==> src/rtl/mm_xfer_pkg.sv <==
// Shared types and widths for the matrix-multiply host transfer block.
//   xfer_state_t : job sequencing states
//   ELEM_W/OPND_W: operand element and packed operand word widths
//   RES_W/RES_ELEM_W: result word and streamed result element widths
package mm_xfer_pkg;

    localparam int ELEM_W     = 16;
    localparam int OPND_W     = 64;
    localparam int RES_W      = 128;
    localparam int RES_ELEM_W = 32;

    localparam int ELEMS_PER_OPND = OPND_W / ELEM_W;
    localparam int BEATS_PER_RES  = RES_W / RES_ELEM_W;
    localparam int OPND_LANE_W    = $clog2(ELEMS_PER_OPND);
    localparam int RES_LANE_W     = $clog2(BEATS_PER_RES);

    typedef enum logic [2:0] {
        IDLE,
        LOAD,
        PAD,
        RUN,
        RD,
        DRAIN
    } xfer_state_t;

endpackage

==> src/rtl/mm_res_unpack.sv <==
// Result word serializer: captures one 128-bit result word and hands it out
// as four 32-bit beats, lane [31:0] first, with valid/ready flow control.
// Ports:
//   clk, n_rst    : clock, synchronous active-low reset
//   load          : capture word (only issued while the serializer is empty)
//   load_last     : captured word is the final word of the job
//   word          : result word to serialize
//   data, valid   : current beat, held stable until ready
//   ready         : downstream accept
//   last          : current beat is the final beat of the job
//   word_done     : fourth beat of the current word is being accepted
module mm_res_unpack
    import mm_xfer_pkg::*;
(
    input  logic                  clk,
    input  logic                  n_rst,
    input  logic                  load,
    input  logic                  load_last,
    input  logic [RES_W-1:0]      word,
    output logic [RES_ELEM_W-1:0] data,
    output logic                  valid,
    input  logic                  ready,
    output logic                  last,
    output logic                  word_done
);

    localparam logic [RES_LANE_W-1:0] LANE_LAST = RES_LANE_W'(BEATS_PER_RES - 1);
    localparam logic [RES_LANE_W-1:0] LANE_ONE  = RES_LANE_W'(1);

    logic [BEATS_PER_RES-1:0][RES_ELEM_W-1:0] word_q;
    logic [RES_LANE_W-1:0]                    lane_q;
    logic                                     last_q;

    always_ff @(posedge clk) begin
        if (!n_rst) begin
            word_q <= '0;
            lane_q <= '0;
            last_q <= 1'b0;
            valid  <= 1'b0;
        end else if (load) begin
            word_q <= word;
            lane_q <= '0;
            last_q <= load_last;
            valid  <= 1'b1;
        end else if (valid && ready) begin
            lane_q <= lane_q + LANE_ONE;
            if (lane_q == LANE_LAST) begin
                valid <= 1'b0;
            end
        end
    end

    assign data      = word_q[lane_q];
    assign word_done = valid && ready && (lane_q == LANE_LAST);
    assign last      = valid && last_q && (lane_q == LANE_LAST);

endmodule

==> src/rtl/mm_host_xfer.sv <==
// Host-side transfer engine for the matrix-multiply unit. Packs a 16-bit
// operand stream into 64-bit words written to the operand buffer, holds the
// unit's active-low run enable for RUN_CYCLES, then reads 128-bit result
// words back and streams them out as 32-bit beats.
// Ports:
//   clk, n_rst                         : clock, synchronous active-low reset
//   s_data/s_valid/s_ready/s_last      : operand element stream in
//   opnd_we/opnd_addr/opnd_wdata       : operand memory write port
//   mm_enable                          : MM unit run enable (0 = run)
//   res_addr/res_rdata                 : result memory read port (1-cycle latency)
//   m_data/m_valid/m_ready/m_last      : result element stream out
//   done                               : 1-cycle pulse after the final beat is accepted
//   err_overrun                        : sticky, operand buffer filled without s_last
//   perf_cycles                        : job cycle count (only with MM_HOST_XFER_PERF_EN)
// Optional feature macro: MM_HOST_XFER_PERF_EN
module mm_host_xfer
    import mm_xfer_pkg::*;
#(
    parameter int unsigned OPND_WORDS  = 8,
    parameter int unsigned OPND_BASE   = 0,
    parameter int unsigned OPND_STRIDE = 2,
    parameter int unsigned RES_WORDS   = 4,
    parameter int unsigned RES_BASE    = 16,
    parameter int unsigned RES_STRIDE  = 4,
    parameter int unsigned RUN_CYCLES  = 24
) (
    input  logic                  clk,
    input  logic                  n_rst,
    input  logic [ELEM_W-1:0]     s_data,
    input  logic                  s_valid,
    output logic                  s_ready,
    input  logic                  s_last,
    output logic                  opnd_we,
    output logic [7:0]            opnd_addr,
    output logic [OPND_W-1:0]     opnd_wdata,
    output logic                  mm_enable,
    output logic [7:0]            res_addr,
    input  logic [RES_W-1:0]      res_rdata,
    output logic [RES_ELEM_W-1:0] m_data,
    output logic                  m_valid,
    input  logic                  m_ready,
    output logic                  m_last,
    output logic                  done,
    output logic                  err_overrun
`ifdef MM_HOST_XFER_PERF_EN
    ,
    output logic [31:0]           perf_cycles
`endif
);

    localparam int RUN_W = $clog2(RUN_CYCLES + 1);
    localparam logic [OPND_LANE_W-1:0] ELEM_LAST = OPND_LANE_W'(ELEMS_PER_OPND - 1);
    localparam logic [OPND_LANE_W-1:0] ELEM_ONE  = OPND_LANE_W'(1);

    xfer_state_t state, state_nx;

    logic [ELEMS_PER_OPND-1:0][ELEM_W-1:0] pack_q, pack_nx;
    logic [OPND_LANE_W-1:0] elem_q;
    logic [7:0]             wcnt_q;
    logic [7:0]             wr_addr_q;
    logic [7:0]             rd_addr_q;
    logic [7:0]             rd_idx_q;
    logic [RUN_W-1:0]       run_cnt_q;
    logic                   we_q;
    logic [OPND_W-1:0]      wdata_q;
    logic                   rd_pend_q;
    logic                   done_q;
    logic                   err_q;

    logic accept, close_word, last_word, last_rd;
    logic unpack_load, word_done;

    assign s_ready    = n_rst && ((state == IDLE) || (state == LOAD));
    assign accept     = s_valid && s_ready;
    assign close_word = accept && ((elem_q == ELEM_LAST) || s_last);
    assign last_word  = (wcnt_q == 8'(OPND_WORDS - 1));
    assign last_rd    = (rd_idx_q == 8'(RES_WORDS - 1));
    // The read issued in RD returns during the first DRAIN cycle.
    assign unpack_load = (state == DRAIN) && rd_pend_q;

    always_comb begin
        pack_nx         = pack_q;
        pack_nx[elem_q] = s_data;
    end

    always_comb begin
        state_nx = state;
        case (state)
            IDLE: begin
                if (accept) begin
                    state_nx = (close_word && (s_last || last_word)) ? PAD : LOAD;
                end
            end
            LOAD: begin
                if (close_word && (s_last || last_word)) begin
                    state_nx = PAD;
                end
            end
            // PAD also covers the cycle in which the final word is on the bus,
            // so RUN always starts right after the last write.
            PAD: begin
                if (wcnt_q == 8'(OPND_WORDS)) begin
                    state_nx = RUN;
                end
            end
            RUN: begin
                if (run_cnt_q == RUN_W'(RUN_CYCLES - 1)) begin
                    state_nx = RD;
                end
            end
            RD: begin
                state_nx = DRAIN;
            end
            DRAIN: begin
                if (word_done) begin
                    state_nx = last_rd ? IDLE : RD;
                end
            end
            default: begin
                state_nx = IDLE;
            end
        endcase
    end

    always_ff @(posedge clk) begin
        if (!n_rst) begin
            state     <= IDLE;
            pack_q    <= '0;
            elem_q    <= '0;
            wcnt_q    <= '0;
            wr_addr_q <= 8'(OPND_BASE);
            rd_addr_q <= 8'(RES_BASE);
            rd_idx_q  <= '0;
            run_cnt_q <= '0;
            we_q      <= 1'b0;
            wdata_q   <= '0;
            rd_pend_q <= 1'b0;
            done_q    <= 1'b0;
            err_q     <= 1'b0;
        end else begin
            state     <= state_nx;
            we_q      <= 1'b0;
            done_q    <= 1'b0;
            rd_pend_q <= (state == RD);

            if (we_q) begin
                wr_addr_q <= wr_addr_q + 8'(OPND_STRIDE);
            end

            if (accept) begin
                if (close_word) begin
                    we_q    <= 1'b1;
                    wdata_q <= pack_nx;
                    pack_q  <= '0;
                    elem_q  <= '0;
                    wcnt_q  <= wcnt_q + 8'd1;
                    if (last_word && !s_last) begin
                        err_q <= 1'b1;
                    end
                end else begin
                    pack_q <= pack_nx;
                    elem_q <= elem_q + ELEM_ONE;
                end
            end

            if ((state == PAD) && (wcnt_q != 8'(OPND_WORDS))) begin
                we_q    <= 1'b1;
                wdata_q <= '0;
                wcnt_q  <= wcnt_q + 8'd1;
            end

            run_cnt_q <= (state == RUN) ? run_cnt_q + RUN_W'(1) : '0;

            if ((state == DRAIN) && word_done) begin
                if (last_rd) begin
                    done_q    <= 1'b1;
                    rd_idx_q  <= '0;
                    rd_addr_q <= 8'(RES_BASE);
                    wr_addr_q <= 8'(OPND_BASE);
                    wcnt_q    <= '0;
                end else begin
                    rd_idx_q  <= rd_idx_q + 8'd1;
                    rd_addr_q <= rd_addr_q + 8'(RES_STRIDE);
                end
            end
        end
    end

    mm_res_unpack u_unpack (
        .clk       (clk),
        .n_rst     (n_rst),
        .load      (unpack_load),
        .load_last (last_rd),
        .word      (res_rdata),
        .data      (m_data),
        .valid     (m_valid),
        .ready     (m_ready),
        .last      (m_last),
        .word_done (word_done)
    );

    assign opnd_we     = we_q;
    assign opnd_addr   = wr_addr_q;
    assign opnd_wdata  = wdata_q;
    assign mm_enable   = (state != RUN);
    assign res_addr    = rd_addr_q;
    assign done        = done_q;
    assign err_overrun = err_q;

`ifdef MM_HOST_XFER_PERF_EN
    logic [31:0] perf_q;
    logic        perf_run_q;

    // Accept cycle counts as 1; the done cycle is included before stopping.
    always_ff @(posedge clk) begin
        if (!n_rst) begin
            perf_q     <= '0;
            perf_run_q <= 1'b0;
        end else if (accept && (state == IDLE)) begin
            perf_q     <= 32'd1;
            perf_run_q <= 1'b1;
        end else if (perf_run_q) begin
            if (perf_q != '1) begin
                perf_q <= perf_q + 32'd1;
            end
            if (done_q) begin
                perf_run_q <= 1'b0;
            end
        end
    end

    assign perf_cycles = perf_q;
`endif

endmodule
==> config.mk <==
export PLATFORM = sky130hd
export DESIGN_NAME = mm_host_xfer
export DESIGN_NICKNAME = d
export VERILOG_FILES = /design/src/rtl/mm_xfer_pkg.sv /design/src/rtl/mm_res_unpack.sv /design/src/rtl/mm_host_xfer.sv
export SDC_FILE = /design/constraint.sdc
export NUM_CORES = 1
export LEC_CHECK = 0
export BUFFER_PORTS_ARGS = -buffer_cell sky130_fd_sc_hd__buf_2
export CAP_MARGIN = 10
export CORE_MARGIN = 2
export CORE_UTILIZATION = 41
export CTS_BUF_LIST = sky130_fd_sc_hd__clkbuf_4 sky130_fd_sc_hd__clkbuf_8 sky130_fd_sc_hd__clkbuf_16
export DETAILED_ROUTE_END_ITERATION = 6
export PLACE_DENSITY = 0.75
export RECOVER_POWER = 100
export SLEW_MARGIN = 15
export SYNTH_ARGS = -nofsm -noshare
export SYNTH_HDL_FRONTEND = slang
export SYNTH_SLANG_ARGS = --single-unit
==> constraint.sdc <==
create_clock -name clk -period 2.35 [get_ports clk]
set_input_delay 0.47 -clock clk [delete_from_list [all_inputs] [get_ports clk]]
set_output_delay 0.47 -clock clk [all_outputs]
set_load 0.01 [all_outputs]
==> impl_table.tex, run 1 <==
\begin{tabular}{lr}
\hline
Metric & Value \\
\hline
\multicolumn{2}{l}{\textbf{Global routing}} \\
Met1 Usage GRT & 0.260 \\
Layer with the highest usage & met2 \\
Number of global-route vias before repair & 9889 \\
Global-route wire length before repair & 51000 um \\
Total routing usage reported by global routing & 0.195 \\
Antenna violations before repair & 0 \\
Global-route met3 utilization & 0.0337 \\
Largest net degree at the start of global routing & 100 \\
Global-route met2 utilization & 0.326 \\
Remaining global-route overflow & 0 \\
\multicolumn{2}{l}{\textbf{Routing}} \\
Post-DR vias/cell & 5.33 \\
Routed wire length per instance & 16.7 um \\
Sum of routed wire length over all layers & 33300 um \\
Initial detailed-routing violation count & 779 \\
Remaining DRCs & 0 \\
Antenna violation net count after detailed routing & 0 \\
Via total after detailed routing & 10600 \\
Drt first pass iters & 7 \\
\multicolumn{2}{l}{\textbf{Clocking}} \\
\# clock sinks & 303 \\
Worst-Skew Late Latency & 0.56 ns \\
CTS root buffer & clkbuf\_16 \\
Clock transition at the registers of the reported paths & 0.06 ns \\
Number of buffers inserted during clock tree synthesis & 31 \\
Clk buf depth & 3 \\
CTS Hold Bufs & 0 \\
H-tree levels & 1 \\
CTS tree & built \\
\multicolumn{2}{l}{\textbf{STA}} \\
Actual slew at the worst max-slew pin & 1.13 ns \\
Number of max-slew violations in the final report & 0 \\
Final Hold Slack & 0.147 ns \\
Max\_slew headroom & 0.241 \\
Worst-case setup margin in the final layout & -0.0118 ns \\
Worst clock skew & 0.0109 ns \\
Unrepaired setup endpoints after global routing & true \\
Fmax & 0.423 GHz \\
Setup TNS Final & -0.0244 ns \\
Min Clock Period, post-route & 2.36 ns \\
Hold violation total from the final report & 0 \\
Final Cycle Share & 1.01 \\
Finish-stage setup viols & 4 \\
\multicolumn{2}{l}{\textbf{Critical path}} \\
R2R cell count & 5 \\
Gate family responsible for the most delay along the worst path & multiplexers \\
Critical path class & reg -> out \\
Stages on worst setup path & 3 \\
Crit end category & output port \\
CP max FO & 9 \\
Crit start category & flip-flop \\
Worst path cell trace & buf\_12, mux4\_2, buf\_6 \\
CP Data Required Time & 1.88 ns \\
Crit path max-delay cell type & mux4\_2 \\
Worst path buffer plus inverter count & 2 \\
WP data arrival & 1.89 ns \\
Worst path max stage delay & 0.55 ns \\
\multicolumn{2}{l}{\textbf{Layout}} \\
Final net count & 1732 \\
Non-filler instance count after layout & 1992 \\
Area overhead of the layout relative to synthesis & 23.2\% \\
Share of final-layout standard cells stronger than drive strength 1 & 0.236 \\
Number of diodes added for antenna fixing & 0 \\
\multicolumn{2}{l}{\textbf{Die}} \\
Row count & 64 \\
Ports placed on the boundary & 268 \\
Vertical die dimension & 179 um \\
Initial core utilization & 0.413 \\
Horizontal die dimension & 179 um \\
Full die area & 0.0320 mm\^{}2 \\
Area of the placeable core & 0.0303 mm\^{}2 \\
\multicolumn{2}{l}{\textbf{Yosys}} \\
Number of synthesized flops with an enable pin & 0 \\
Synth Instances & 1354 \\
Biggest area contributors in the synthesized netlist & dfxtp\_1 (48\%), nand2\_1 (8.4\%), a211oi\_2 (6.0\%) \\
Portion of the post-synthesis area used by sequential elements & 0.484 \\
Post-synth top flop & dfxtp\_1 \\
Cell type with the largest total area after synthesis & dfxtp\_1 \\
Post-synth top area share & 0.484 \\
Syn Area/Cell & 9.26 um\^{}2 \\
\#FFs+latches synth & 303 \\
Share of synthesized registers carrying an async set or reset & 0 \\
Syn. warnings & 0 \\
Netlist cell types & 54 \\
Post-Syn Area & 0.0125 mm\^{}2 \\
\multicolumn{2}{l}{\textbf{Placed design}} \\
Number of placed instances with taps included & 1931 \\
Total half-perimeter wirelength after legalization and detailed placement & 22200 um \\
Number of buffers added on ports & 264 \\
Final GP Congestion & 0.828 \\
\multicolumn{2}{l}{\textbf{Min path}} \\
Path class of the lowest-slack min-delay path & in -> reg \\
Number of cells traversed by the worst hold path & 3 \\
\multicolumn{2}{l}{\textbf{Power and ir drop}} \\
P per Cell Area & 722 mW/mm\^{}2 \\
Leak pwr & 5.57 nW \\
Peak VDD IR & 0.497 mV \\
\multicolumn{2}{l}{\textbf{Job}} \\
Count of max-cap constraint violations & 0 \\
\multicolumn{2}{l}{\textbf{Status}} \\
Result of the run & complete, but fails checks \\
Failing checks & setup timing \\
\hline
\end{tabular}
## worst register-to-register path: stages (launching register included)
cell      delay, ns
dfxtp_1        0.35
or4_1          0.66
o31ai_4        0.45
nand2_4        0.21
buf_12         0.25
a211oi_2       0.22
## synthesized netlist by cell type, drive strengths merged (2+ instances only)
master / number
xnor2: 7
nor4b: 3
a21oi: 149
and3: 23
mux2i: 68
nand3b: 2
o22ai: 2
or4: 3
nor4: 2
o21a: 2
o41ai: 2
mux4: 32
a211oi: 64
nor2: 137
a22oi: 48
or3: 5
nand4: 7
nor3: 8
nand2b: 6
inv: 11
o21ai: 13
clkbuf: 82
and2: 5
o31ai: 4
dfxtp: 303
buf: 32
xor2: 10
ha: 11
nand2: 282
nand3: 16
## state kept, by name, summed over array words and instances (netlist names)
| signal | count |
|---|---|
| u_unpack.word_q | 128 |
| rd_pend_q | 1 |
| res_addr | 6 |
| state | 3 |
| run_cnt_q | 5 |
| wcnt_q | 8 |
| u_unpack.valid | 1 |
| pack_q | 64 |
| opnd_wdata | 64 |
| err_overrun | 1 |
| done | 1 |
| u_unpack.last_q | 1 |
| opnd_we | 1 |
| rd_idx_q | 8 |
| u_unpack.lane_q | 2 |
| opnd_addr | 7 |
| elem_q | 2 |
## cell families (layout without fill, tap and decap cells)
kind of cell / Yosys count / count (layout) / share of synthesized area
buffers and inverters: 125 / 365 / 0.0437
muxes: 100 / 100 / 0.112
xor gates and xnor gates: 17 / 17 / 0.0119
AOI/OAI and AO/OA: 292 / 292 / 0.169
adders and majority gates: 11 / 11 / 0.0110
DFF: 303 / 303 / 0.484
and+or+nand+nor: 505 / 505 / 0.169
other: 1 / 3 / 0.000299
## final cells by class
type,count,area [um^2]
clock buffers,45,931
well taps,396,495
clock inverters,12,166
multi-input cells,928,5950
fillers,2749,14900
repair buffers,297,1790
inverters,11,46.3
flip-flops and latches,303,6070
## through the flow
stage	power (mW)	worst slack, ns	instance area [um^2]	utilization
6_report	11.2	-0.0118	15500	0.509
5_1_grt	11.6	-0.0754	15500	0.509
4_1_cts	11.3	-0.0471	15400	0.507
3_5_place_dp	6.10	0.174	14200	0.467
3_3_place_gp	6.09	0.248	14200	0.467
2_1_floorplan	5.77	0.318	12600	-
## worst paths after layout
path / startpoint / endpoint / slack (ns)
max: u_unpack.lane_q[0]$_SDFFE_PP0P_ / m_data[29] / -0.01
max reg2reg: wcnt_q[4]$_SDFF_PN0_ / opnd_wdata[19]$_SDFFE_PP0P_ / 0.13
min reg2reg: run_cnt_q[0]$_SDFF_PN0_ / run_cnt_q[0]$_SDFF_PN0_ / 0.45
min: res_rdata[121] / u_unpack.word_q[121]$_SDFFE_PN0P_ / 0.15
## metal layers
metal,vias to the layer above,part of all wire
met1,5006,0.43
met3,54,0.079
met4,0,0.022
li1,5120,-
met2,436,0.47
met5,-,0
## placed cells by master, fill, tap and decap left out, types with 7 or more instances in the layout
cell type,n
a22oi_1,48
and3_1,23
mux2i_1,68
o21ai_0,10
buf_12,7
clkbuf_16,32
a211oi_2,60
nand4_1,7
inv_1,10
nor2_1,137
buf_4,21
dfxtp_1,301
buf_2,157
nor3_1,8
buf_6,29
ha_1,11
clkbuf_8,8
nand2_1,280
xnor2_1,7
xor2_1,10
clkbuf_1,79
a21oi_1,149
mux4_2,32
nand3_1,16
## timing repair
| action | 4_1_cts | 5_1_grt |
|---|---|---|
| gates cloned | 2 | 1 |
| endpoints found under the hold margin | 0 | 0 |
| gates resized for setup | 11 | 22 |
| buffers inserted | 1 | 0 |
| setup endpoints to repair | 32 | 32 |
## report_power, final
group / internal (mW) / switching (mW)
Combinational: 0.269 / 0.435
Sequential: 5.21 / 0.0529
Clock: 3.17 / 2.01
Total: 8.66 / 2.50
Power figures use the tool's default switching activity.
==> run 2, diff against run 1 <==
SETUP_SLACK_MARGIN = 0.3   (was default)
==> run 2 against run 1 <==
  * The flow still finishes with violations (setup timing)
  * First-iteration DRC count fell by 4.7%
  * Clock power barely moved
  * Global-route usage barely moved
  * Power rose by 0.26%
  * Sequential power barely moved
  * Wire length rose by 1.9%
  * Setup slack barely moved
  * Count of clock-buffer cells in the layout did not move
  * Sequential share of layout area fell by 0.32 points
  * Largest cell class unchanged
==> impl_table.tex, run 2 (synthesis results as in run 1) <==
\begin{tabular}{lr}
\hline
Metric & Value \\
\hline
\multicolumn{2}{l}{\textbf{Power and ir drop}} \\
Share of total power in sequential cells & 0.471 \\
Peak VDD IR & 0.499 mV \\
Internal cell power & 8.67 mW \\
Comb pwr share & 0.065 \\
P per Cell Area & 718 mW/mm\^{}2 \\
Switching power & 2.52 mW \\
Total power & 11.2 mW \\
Leak pwr & 5.61 nW \\
Net switching share of the total power & 0.225 \\
Clock network fraction of design power & 0.464 \\
\multicolumn{2}{l}{\textbf{Routing}} \\
Initial detailed-routing violation count & 742 \\
Post-DR vias/cell & 5.34 \\
Remaining DRCs & 0 \\
Routed wire length per instance & 17.0 um \\
Sum of routed wire length over all layers & 34000 um \\
Drt first pass iters & 5 \\
Antenna violation net count after detailed routing & 0 \\
Via total after detailed routing & 10700 \\
\multicolumn{2}{l}{\textbf{Layout}} \\
Share of final-layout standard cells stronger than drive strength 1 & 0.245 \\
Final net count & 1737 \\
Register with the most flip-flops & u\_unpack.word\_q \\
Max FFs per register & 128 \\
Most common cell after layout, fill and taps aside & dfxtp\_1 \\
Area overhead of the layout relative to synthesis & 24.3\% \\
Number of diodes added for antenna fixing & 0 \\
Commonest non-fill, non-tap cells in the layout & dfxtp\_1 (299), nand2\_1 (280), buf\_2 (156) \\
Final std cell area, no fill & 0.0156 mm\^{}2 \\
\multicolumn{2}{l}{\textbf{Global routing}} \\
Global-route wire length before repair & 51100 um \\
Antenna violations before repair & 0 \\
Number of global-route vias before repair & 9934 \\
Remaining global-route overflow & 0 \\
Largest net degree at the start of global routing & 100 \\
Total routing usage reported by global routing & 0.196 \\
\multicolumn{2}{l}{\textbf{Clocking}} \\
Number of buffers inserted during clock tree synthesis & 31 \\
\# clock sinks & 303 \\
CTS Hold Bufs & 0 \\
Clock transition at the registers of the reported paths & 0.06 ns \\
H-tree levels & 1 \\
Clk buf depth & 3 \\
CTS root buffer & clkbuf\_16 \\
Worst-Skew Late Latency & 0.56 ns \\
CTS tree & built \\
\multicolumn{2}{l}{\textbf{STA}} \\
Setup TNS Final & -0.0225 ns \\
Actual slew at the worst max-slew pin & 1.09 ns \\
Finish-stage setup viols & 3 \\
Worst-case setup margin in the final layout & -0.0114 ns \\
Fmax & 0.423 GHz \\
Hold violation total from the final report & 0 \\
Unrepaired setup endpoints after global routing & true \\
Min Clock Period, post-route & 2.36 ns \\
Final Cycle Share & 1.00 \\
Max\_slew headroom & 0.272 \\
Number of max-slew violations in the final report & 0 \\
Worst clock skew & 0.0105 ns \\
\multicolumn{2}{l}{\textbf{Die}} \\
Horizontal die dimension & 179 um \\
Full die area & 0.0320 mm\^{}2 \\
Ports placed on the boundary & 268 \\
Area of the placeable core & 0.0303 mm\^{}2 \\
Initial core utilization & 0.413 \\
Vertical die dimension & 179 um \\
Row count & 64 \\
\multicolumn{2}{l}{\textbf{Status}} \\
Result of the run & complete, but fails checks \\
Failing checks & setup timing \\
\multicolumn{2}{l}{\textbf{Min path}} \\
Path class of the lowest-slack min-delay path & in -> reg \\
\multicolumn{2}{l}{\textbf{Job}} \\
Count of max-cap constraint violations & 0 \\
\multicolumn{2}{l}{\textbf{Critical path}} \\
Crit end category & output port \\
Worst path cell trace & buf\_12, mux4\_2, buf\_6 \\
Crit start category & flip-flop \\
Worst path max stage delay & 0.56 ns \\
Gate family responsible for the most delay along the worst path & multiplexers \\
CP max FO & 9 \\
CP Data Required Time & 1.88 ns \\
WP data arrival & 1.89 ns \\
Critical path class & reg -> out \\
Worst path buffer plus inverter count & 2 \\
Crit path max-delay cell type & mux4\_2 \\
\multicolumn{2}{l}{\textbf{Placed design}} \\
Number of buffers added on ports & 264 \\
Minimum setup slack after placement & 0.174 ns \\
Placement-stage cell area & 0.0142 mm\^{}2 \\
Total half-perimeter wirelength after legalization and detailed placement & 22200 um \\
Final GP Congestion & 0.828 \\
\hline
\end{tabular}
run 2: power groups by stage:
stage	clock [mW]	combinational (mW)	sequential, mW
after global placement	0	0.711	5.38
after global routing	5.52	0.784	5.27
after floorplan	0	0.379	5.39
final	5.19	0.725	5.27
after detailed placement	0	0.720	5.38
after CTS	5.30	0.730	5.26
run 2: per-stage QoR:
step / util / hold WS, ns / std cells
2_1_floorplan: - / 0.418 / 1356
3_3_place_gp: 0.467 / 0.432 / 1931
3_5_place_dp: 0.467 / 0.444 / 1931
4_1_cts: 0.511 / 0.120 / 1992
5_1_grt: 0.514 / 0.124 / 1997
6_report: 0.514 / 0.148 / 1997
run 2: per-layer routing:
metal | GRT usage | vias to the layer above | part of all wire
met1 | 0.260 | 5049 | 0.43
met4 | 0.0552 | 0 | 0.022
met3 | 0.0339 | 53 | 0.078
li1 | - | 5137 | -
met5 | 0 | - | 0
met2 | 0.327 | 432 | 0.47
run 2: area by class of cell:
type | count | area (um^2)
repair buffers | 302 | 1890
fillers | 2734 | 14800
flip-flops and latches | 303 | 6070
well taps | 396 | 495
inverters | 11 | 46.3
multi-input cells | 928 | 5990
clock inverters | 12 | 166
clock buffers | 45 | 931
run 2: timing repair:
action,in CTS,in global routing
hold endpoints to repair,0,0
gates cloned,2,3
setup buffers,2,2
pin swaps,1,1
setup endpoints to repair,154,186
gates resized for setup,30,25
run 2: worst paths after layout:
kind	from	to	slack, ns	cells after the start
worst min register to register	run_cnt_q[0]$_SDFF_PN0_	run_cnt_q[0]$_SDFF_PN0_	0.45	1
worst max-delay path	u_unpack.lane_q[0]$_SDFFE_PP0P_	m_data[6]	-0.01	3
worst min-delay path	res_rdata[121]	u_unpack.word_q[121]$_SDFFE_PN0P_	0.15	3
worst max register to register	elem_q[0]$_SDFFE_PN0N_	pack_q[27]$_SDFFE_PN0N_	0.18	6
run 2: worst min-delay path: cells and delay by family:
kind            cells  cell delay (ns)
simple gates        1             0.04
buf+inv             1             0.09
compound gates      1             0.05
==> run 3, diff against run 2 <==
REMOVE_ABC_BUFFERS = 1   (was default)
==> run 3 against run 2 <==
  * The run still ends with setup timing left
  * Utilization shrank 0.099 points
  * Largest cell class unchanged
  * Critical path type unchanged
  * Wire length fell by 1.2%
  * Largest power group unchanged
  * Non-clock buffer count rose by 2
  * Clock skew rose by 0.011 ns
  * Flip-flop and latch count unchanged
  * Maximum frequency fell by 1.2%
  * Setup slack lost 0.030 ns
  * Die area stayed put
  * Combinational power is 2% lower
==> impl_table.tex, run 3 (synthesis results as in run 1) <==
\begin{tabular}{lr}
\hline
Metric & Value \\
\hline
\multicolumn{2}{l}{\textbf{Layout}} \\
Non-filler instance count after layout & 1996 \\
Register with the most flip-flops & u\_unpack.word\_q \\
Max FFs per register & 128 \\
Fill cell total of the finished layout & 2777 \\
Reg area & 0.00607 mm\^{}2 \\
Multi-input gate area in the final layout & 0.00599 mm\^{}2 \\
Final net count & 1739 \\
Share of final-layout standard cells stronger than drive strength 1 & 0.244 \\
Most common cell after layout, fill and taps aside & dfxtp\_1 \\
Area overhead of the layout relative to synthesis & 24.0\% \\
Commonest non-fill, non-tap cells in the layout & dfxtp\_1 (299), nand2\_1 (280), buf\_2 (155) \\
Final std cell area, no fill & 0.0156 mm\^{}2 \\
\multicolumn{2}{l}{\textbf{Critical path}} \\
Gate family responsible for the most delay along the worst path & multiplexers \\
Worst path cell trace & buf\_12, mux4\_2, buf\_6 \\
CP Data Required Time & 1.88 ns \\
Crit start category & flip-flop \\
Crit end category & output port \\
WP data arrival & 1.92 ns \\
Critical path class & reg -> out \\
CP max FO & 8 \\
Worst path max stage delay & 0.56 ns \\
Worst path buffer plus inverter count & 2 \\
R2R setup slack & 0.13 ns \\
Crit path max-delay cell type & mux4\_2 \\
\multicolumn{2}{l}{\textbf{Clocking}} \\
CTS root buffer & clkbuf\_16 \\
\# clock sinks & 303 \\
Number of buffers inserted during clock tree synthesis & 31 \\
Clock transition at the registers of the reported paths & 0.06 ns \\
Worst-Skew Late Latency & 0.56 ns \\
H-tree levels & 1 \\
CTS Hold Bufs & 0 \\
CTS tree & built \\
Clk buf depth & 3 \\
\multicolumn{2}{l}{\textbf{Job}} \\
Count of max-cap constraint violations & 0 \\
\multicolumn{2}{l}{\textbf{Global routing}} \\
Global-route wire length before repair & 51500 um \\
Antenna violations before repair & 1 \\
Total routing usage reported by global routing & 0.197 \\
Largest net degree at the start of global routing & 107 \\
Remaining global-route overflow & 0 \\
Number of global-route vias before repair & 10300 \\
\multicolumn{2}{l}{\textbf{Die}} \\
Ports placed on the boundary & 268 \\
Area of the placeable core & 0.0303 mm\^{}2 \\
Full die area & 0.0320 mm\^{}2 \\
Row count & 64 \\
Horizontal die dimension & 179 um \\
Initial core utilization & 0.413 \\
Vertical die dimension & 179 um \\
\multicolumn{2}{l}{\textbf{Routing}} \\
Via total after detailed routing & 10600 \\
Antenna violation net count after detailed routing & 0 \\
Routed wire length per instance & 16.8 um \\
Remaining DRCs & 0 \\
Post-DR vias/cell & 5.31 \\
Initial detailed-routing violation count & 798 \\
Drt first pass iters & 5 \\
Sum of routed wire length over all layers & 33500 um \\
\multicolumn{2}{l}{\textbf{Power and ir drop}} \\
P per Cell Area & 712 mW/mm\^{}2 \\
Total power & 11.1 mW \\
Leak pwr & 5.58 nW \\
Peak VDD IR & 0.576 mV \\
\multicolumn{2}{l}{\textbf{Placed design}} \\
Final GP Congestion & 0.843 \\
Number of placed instances with taps included & 1936 \\
Minimum setup slack after placement & 0.169 ns \\
Placement-stage cell area & 0.0143 mm\^{}2 \\
Total half-perimeter wirelength after legalization and detailed placement & 22000 um \\
Number of buffers added on ports & 264 \\
\multicolumn{2}{l}{\textbf{Status}} \\
Result of the run & complete, but fails checks \\
Failing checks & setup timing \\
\multicolumn{2}{l}{\textbf{STA}} \\
Final Hold Slack & 0.151 ns \\
Finish-stage setup viols & 16 \\
Hold violation total from the final report & 0 \\
Unrepaired setup endpoints after global routing & true \\
Worst clock skew & 0.0215 ns \\
Min Clock Period, post-route & 2.39 ns \\
Fmax & 0.418 GHz \\
Max\_slew headroom & 0.469 \\
Worst-case setup margin in the final layout & -0.0410 ns \\
Number of max-slew violations in the final report & 0 \\
Final Cycle Share & 1.02 \\
Actual slew at the worst max-slew pin & 0.794 ns \\
\multicolumn{2}{l}{\textbf{Min path}} \\
Path class of the lowest-slack min-delay path & in -> reg \\
\hline
\end{tabular}
[run 3: cell types whose count changed in the layout (fill, tap and decap cells not counted), sizes merged]
| cell | delta |
|---|---|
| buf | +5 |
| clkinv | -4 |
| clkbuf | -3 |
| diode | +1 |
[run 3: cell type report]
type | instances | share of cell area
diodes | 1 | 0.000161
clock buffers | 45 | 0.0586
clock inverters | 8 | 0.00941
inverters | 11 | 0.00298
multi-input cells | 928 | 0.385
flip-flops and latches | 303 | 0.390
well taps | 396 | 0.0319
repair buffers | 304 | 0.121
[run 3: repair_timing]
item / 4_1_cts / 5_1_grt
resized for setup: 31 / 28
endpoints found under the setup margin: 108 / 169
setup buffers: 3 / 0
cloned: 2 / 1
pin swaps: 1 / 2
[run 3: path summary, 6_finish.rpt]
kind | startpoint | endpoint | depth (start not counted)
hold / removal | res_rdata[91] | u_unpack.word_q[91]$_SDFFE_PN0P_ | 3
hold reg to reg | run_cnt_q[0]$_SDFF_PN0_ | run_cnt_q[0]$_SDFF_PN0_ | 1
setup / recovery | u_unpack.lane_q[0]$_SDFFE_PP0P_ | m_data[7] | 3
setup reg to reg | elem_q[0]$_SDFFE_PN0N_ | opnd_wdata[8]$_SDFFE_PP0P_ | 6
[run 3: where the power goes]
part	internal, mW	leakage [nW]	switching (mW)
sequential	5.21	2.45	0.0534
clock	3.11	0.528	1.98
combinational	0.271	2.60	0.442
total	8.59	5.58	2.48
[run 3: stage by stage]
stage	setup TNS [ns]	utilization
finish	-0.295	0.513
global route	-2.08	0.513
CTS	-1.28	0.512
detailed placement	0	0.470
global placement	0	0.470
floorplan	-349.53	-
[run 3: tightest hold or removal path, delay by kind of cell]
family                 cells  cell delay, ns
buffers and inverters      1            0.10
AND/OR/NAND/NOR            1            0.05
AO/OA/AOI/OAI              1            0.05
[run 3: layer usage]
layer  share of wire  wire length (um)  GRT usage
met5               0                 0          0
met4           0.026               867     0.0623
met3           0.071              2390     0.0390
met2            0.47             15700      0.337
met1            0.44             14600      0.248
